<file path="src/rtl/jump_pkg.sv">
// Shared definitions for the jump/interrupt protocol: opcodes, vector address, interrupt FSM states.
package jump_pkg;

  localparam logic [5:0] OP_JMP = 6'b011000;
  localparam logic [5:0] OP_JV  = 6'b011100;
  localparam logic [5:0] OP_JNV = 6'b011101;
  localparam logic [5:0] OP_JZ  = 6'b011110;
  localparam logic [5:0] OP_JNZ = 6'b011111;
  localparam logic [5:0] OP_RET = 6'b010000;

  localparam logic [15:0] INT_VECTOR = 16'hF000;

  typedef enum logic [2:0] {
    IDLE    = 3'd0,
    FIRE    = 3'd1,
    VEC     = 3'd2,
    FLG     = 3'd3,
    SERVICE = 3'd4
  } irq_state_t;

  // An interrupt must not be injected while any of these is in decode.
  function automatic logic is_jump(input logic [5:0] op);
    return (op == OP_JMP) || (op == OP_JV) || (op == OP_JNV) ||
           (op == OP_JZ)  || (op == OP_JNZ) || (op == OP_RET);
  endfunction

endpackage

</file>
<file path="src/rtl/irq_prio_enc.sv">
// Combinational fixed-priority encoder: lowest set request index wins.
module irq_prio_enc #(
  parameter int NUM_SRC = 4,
  parameter int ID_W    = $clog2(NUM_SRC)
) (
  input  logic [NUM_SRC-1:0] req,
  output logic               valid,
  output logic [ID_W-1:0]    id
);

  always_comb begin
    valid = |req;
    id    = '0;
    // Scan high to low so the lowest set index is written last.
    for (int i = NUM_SRC - 1; i >= 0; i--) begin
      if (req[i]) id = ID_W'(i);
    end
  end

endmodule

</file>
<file path="src/rtl/interrupt_controller.sv">
// Edge-detects interrupt lines, latches pending requests and issues one interrupt pulse at a time,
// holding off while a jump-class opcode is in decode and until the handler's RET.
module interrupt_controller
  import jump_pkg::*;
#(
  parameter int NUM_SRC = 4,
  parameter int ID_W    = $clog2(NUM_SRC)
) (
  input  logic               clk,
  input  logic               reset,
  input  logic [NUM_SRC-1:0] irq_src,
  input  logic [NUM_SRC-1:0] irq_mask,
  input  logic [5:0]         op_dec,
  output logic               interrupt,
  output logic [ID_W-1:0]    irq_id,
  output logic               in_service,
  output logic [NUM_SRC-1:0] pending
);

  irq_state_t         state, state_nxt;
  logic [NUM_SRC-1:0] src_d;
  logic [NUM_SRC-1:0] src_edge;
  logic [NUM_SRC-1:0] clr;
  logic               win_valid;
  logic [ID_W-1:0]    win_id;
  logic               fire_go;

  assign src_edge = irq_src & ~src_d;

  irq_prio_enc #(
    .NUM_SRC (NUM_SRC),
    .ID_W    (ID_W)
  ) u_prio (
    .req   (pending & irq_mask),
    .valid (win_valid),
    .id    (win_id)
  );

  // The winner is taken on the edge entering FIRE, so irq_id and the cleared
  // pending bit are already visible while the interrupt pulse is high.
  assign fire_go = (state == IDLE) && win_valid && !is_jump(op_dec);
  assign clr     = fire_go ? (NUM_SRC'(1) << win_id) : '0;

  always_comb begin
    state_nxt = state;
    case (state)
      IDLE:    if (fire_go) state_nxt = FIRE;
      FIRE:    state_nxt = VEC;
      VEC:     state_nxt = FLG;
      FLG:     state_nxt = SERVICE;
      SERVICE: if (op_dec == OP_RET) state_nxt = IDLE;
      default: state_nxt = IDLE;
    endcase
  end

  always_ff @(posedge clk or negedge reset) begin
    if (!reset) begin
      state      <= IDLE;
      src_d      <= '0;
      pending    <= '0;
      irq_id     <= '0;
      interrupt  <= 1'b0;
      in_service <= 1'b0;
    end else begin
      state      <= state_nxt;
      src_d      <= irq_src;
      // A new edge on the bit being acknowledged keeps it pending.
      pending    <= (pending & ~clr) | src_edge;
      if (fire_go) irq_id <= win_id;
      interrupt  <= (state_nxt == FIRE);
      in_service <= (state_nxt != IDLE);
    end
  end

endmodule
</file>
<file path="config.mk">
export PLATFORM = sky130hd
export DESIGN_NAME = interrupt_controller
export DESIGN_NICKNAME = d
export VERILOG_FILES = /design/src/rtl/jump_pkg.sv /design/src/rtl/irq_prio_enc.sv /design/src/rtl/interrupt_controller.sv
export SDC_FILE = /design/constraint.sdc
export NUM_CORES = 1
export LEC_CHECK = 0
export BUFFER_PORTS_ARGS = -buffer_cell sky130_fd_sc_hd__buf_2
export CAP_MARGIN = 20
export CORE_MARGIN = 2
export CORE_UTILIZATION = 42
export CTS_CLUSTER_DIAMETER = 120
export DETAILED_ROUTE_END_ITERATION = 8
export PLACE_DENSITY = 0.81
export SLEW_MARGIN = 40
export SYNTH_ARGS = -nofsm -noshare
export SYNTH_HDL_FRONTEND = slang
export SYNTH_SLANG_ARGS = --single-unit
</file>
<file path="constraint.sdc">
create_clock -name clk -period 1.9 [get_ports clk]
set_clock_uncertainty 0.15 [all_clocks]
set_input_delay 0.38 -clock clk [delete_from_list [all_inputs] [get_ports clk]]
set_output_delay 0.38 -clock clk [all_outputs]
set_load 0.05 [all_outputs]
</file>
==> impl_results.md <==
* Sw Ratio at 0.444
* Placer congestion estimate at 0.762
* Core Region at 1490 um2
* CP max stage delay at 0.44 ns
* R2r endpoint: irq_id[0]
* Status: completed
* Total gr overflow at 0
* Cells along the critical path: or3_4, o21bai_4, a211oi_4, mux2_4
* Compound-Gate Fraction of Synth Area at 0.224
* Part of the power in registers at 0.327
* Max_slew headroom at 0.722
* Slowest-stage cell, CP: dfrtp_1
* Root cell of the clock tree: clkbuf_4
* Reg clk slew, reported paths at 0.08 ns
* Hold depth at 1
* Initial antenna violation count at 0
* Clock Latency Late Sink at 0.28 ns
* Slew Limit Fails at 0
* Routed Antenna Nets at 0
* Pleak at 0.438 nW
* Port buffer count at 23
* Ant. Diodes at 0
* Worst R2R Setup Slack at 0.06 ns
* Multiplexer share of the synthesized area at 0.0377
* Critical Path Sink Type: flip-flop
* Filler cell count in the final layout at 123
* Iter 0 DRT Violations at 17
* Simple-gate share of the synthesized area at 0.126
* Num CTS Buffers at 3
* Sequential cell area at 375 um2
* Sequential share of the synthesized area at 0.565
* Worst Path Arrival at 1.87 ns
* Final setup fails at 0
* Post-route clock period utilization at 0.969
* MaxCap Viol Count at 0
* Netlist cell types at 23
* Max H-tree Level at 1
* Total track usage at 0.155
* FF-to-FF path depth at 4
* Worst Path Buf+Inv at 0
* Vias in the first global route at 500
* YS warnings at 0
* Mapped Nets at 72
* Main combinational cell family by area after synthesis: compound AO/OA/AOI/OAI gates
* CP required at 1.92 ns
* Share of flip-flops with an asynchronous set or reset at 1.00
* Final Hold Fails at 0
* Setup TNS Final at 0 ns
* DIE WIDTH at 43.8 um
* Largest net degree at the start of global routing at 16
* First-pass GRT wire length at 2.07 mm
* Hold Path Origin: irq_src[2]
* Vias per cell at 5.16
* TritonCTS Sinks at 15
* Starting Density at 0.446
* Placement Setup Slack at 0.0518 ns
* CTS tree: yes
* Critical path launch point type: flip-flop
* Syn Area/Cell at 11.9 um2
* Stages on worst setup path at 4
* DR pass1 iterations at 4
* Layout cells sized above 1 at 0.440
* Area delta synth->final at 34.5%
* Synth Area in XOR/XNOR at 0.0132
* Flops & latches, synth at 15
* Worst r2r src: state[0]
* Final min period at 1.84 ns
* Min-Delay Path Class: in2reg
* Worst-margin pin slew at 0.417 ns
* I/O Pins at 24
* Combinational group share of total power at 0.558
* Full die area at 1920 um2
* Setup ws final at 0.0583 ns
* Power Dens Cells at 1730 nW/um2
* Main flop type after synthesis: dfrtp_1
* Cell-internal power at 0.000858 W
* Fmax at 543 MHz
* Detailed-route DRC error count at 0
* Worst setup path start: state[0]
* Crit path max fanout at 5
* WL per Instance at 11.8 um
* Via count at 552
* Hold Path Sink: src_d[2]
* Layout Nets at 108
* Chip height at 43.8 um
* RSZ-0062 raised after global routing: false
* Area of the multi-input gates at 272 um2
* Site Rows at 14
* Share of synthesized cell area in full adder, half adder and majority cells at 0
* Crit Path Class: reg2reg
* Synth Instances at 56
* Peak VDD IR at 0.000710 V
* Synth Cell Area at 664 um2
* Drt total wl at 1.26 mm
* Top Family by Delay on Critical Path: compound AO/OA/AOI/OAI gates
* P_sw at 0.000684 W
* Post-synth EDFFs at 0
* CTS Buffer Depth at 2
* Clock power share at 0.114
[layout make-up]
cell class | count | share of cell area
sequential | 15 | 0.420
multi-input combinational | 35 | 0.304
timing repair buffer | 31 | 0.199
clock buffer | 4 | 0.0294
inverter | 6 | 0.0252
tap | 16 | 0.0224
[synthesized netlist by cell type, types with 2 or more instances]
cell	count	area [um2]
inv_1	6	22.5
o21ai_0	4	20.0
nand2_1	8	30.0
a22oi_1	2	15.0
nor2_1	2	7.51
o31ai_1	3	22.5
dfrtp_1	15	375
[cells by family after synthesis]
family	Yosys count
compound gates	17
flops	15
simple gates	15
buf+inv	6
mux	2
xor+xnor	1
[placed cells by master, fill, tap and decap left out, drive strengths merged]
cell type	count
a211o	1
a211oi	1
a21boi	1
a22oi	2
a2bb2oi	1
buf	30
clkbuf	4
dfrtp	15
dlygate4sd3	1
inv	6
mux2	1
mux2i	1
nand2	8
nand3	1
nor2	2
nor3	1
nor4	1
o21a	1
o21ai	4
o21bai	1
o31ai	3
o32a	1
o41ai	1
or2b	1
or3	1
xnor2	1
[power by group through the flow]
| stage | sequential, W | combinational, W | clock (W) |
|---|---|---|---|
| 2_1_floorplan | 0.000785 | 0.000302 | 0 |
| 3_3_place_gp | 0.000507 | 0.000761 | 0 |
| 3_5_place_dp | 0.000509 | 0.000769 | 0 |
| 4_1_cts | 0.000503 | 0.000774 | 0.000183 |
| 5_1_grt | 0.000519 | 0.000918 | 0.000201 |
| 6_report | 0.000505 | 0.000861 | 0.000176 |
[what timing repair did]
action / 4_1_cts / 5_1_grt
hold buffers: 1 / 0
buffers inserted: 0 / 4
setup endpoints to repair: 0 / 2
hold endpoints to repair: 15 / 0
gates resized for setup: 0 / 1
[how the worst max path moves through the flow]
stage                end
2_1_floorplan  irq_id[0]
3_3_place_gp   irq_id[0]
3_5_place_dp   irq_id[0]
4_1_cts        irq_id[0]
5_1_grt        irq_id[0]
6_report       irq_id[0]
[per-stage QoR]
step	hold WS (ns)	utilization	instances	cell area [um2]	total power, W
floorplan	-0.0656	-	56	664	0.00109
global placement	0.144	0.552	98	822	0.00127
detailed placement	0.147	0.552	98	822	0.00128
CTS	0.0562	0.576	103	858	0.00146
global route	0.0380	0.600	107	893	0.00164
finish	0.0599	0.600	107	893	0.00154
[worst reg2reg max path, stage by stage (launching register included)]
cell and delay (ns):
dfrtp_1 0.44, or3_4 0.35, o21bai_4 0.21, a211oi_4 0.27
mux2_4 0.32
[flip-flops by register name, indices dropped and copies added, names as in the netlist]
register / flops
in_service: 1
interrupt: 1
irq_id: 2
pending: 4
src_d: 4
state: 3
[metal layers]
metal	GRT usage	up-vias	part of all wire
li1	-	268	-
met1	0.184	253	0.43
met2	0.226	26	0.46
met3	0.0625	5	0.079
met4	0.109	0	0.029
met5	0	-	0
No activity file was read; power rests on OpenSTA's default activity.
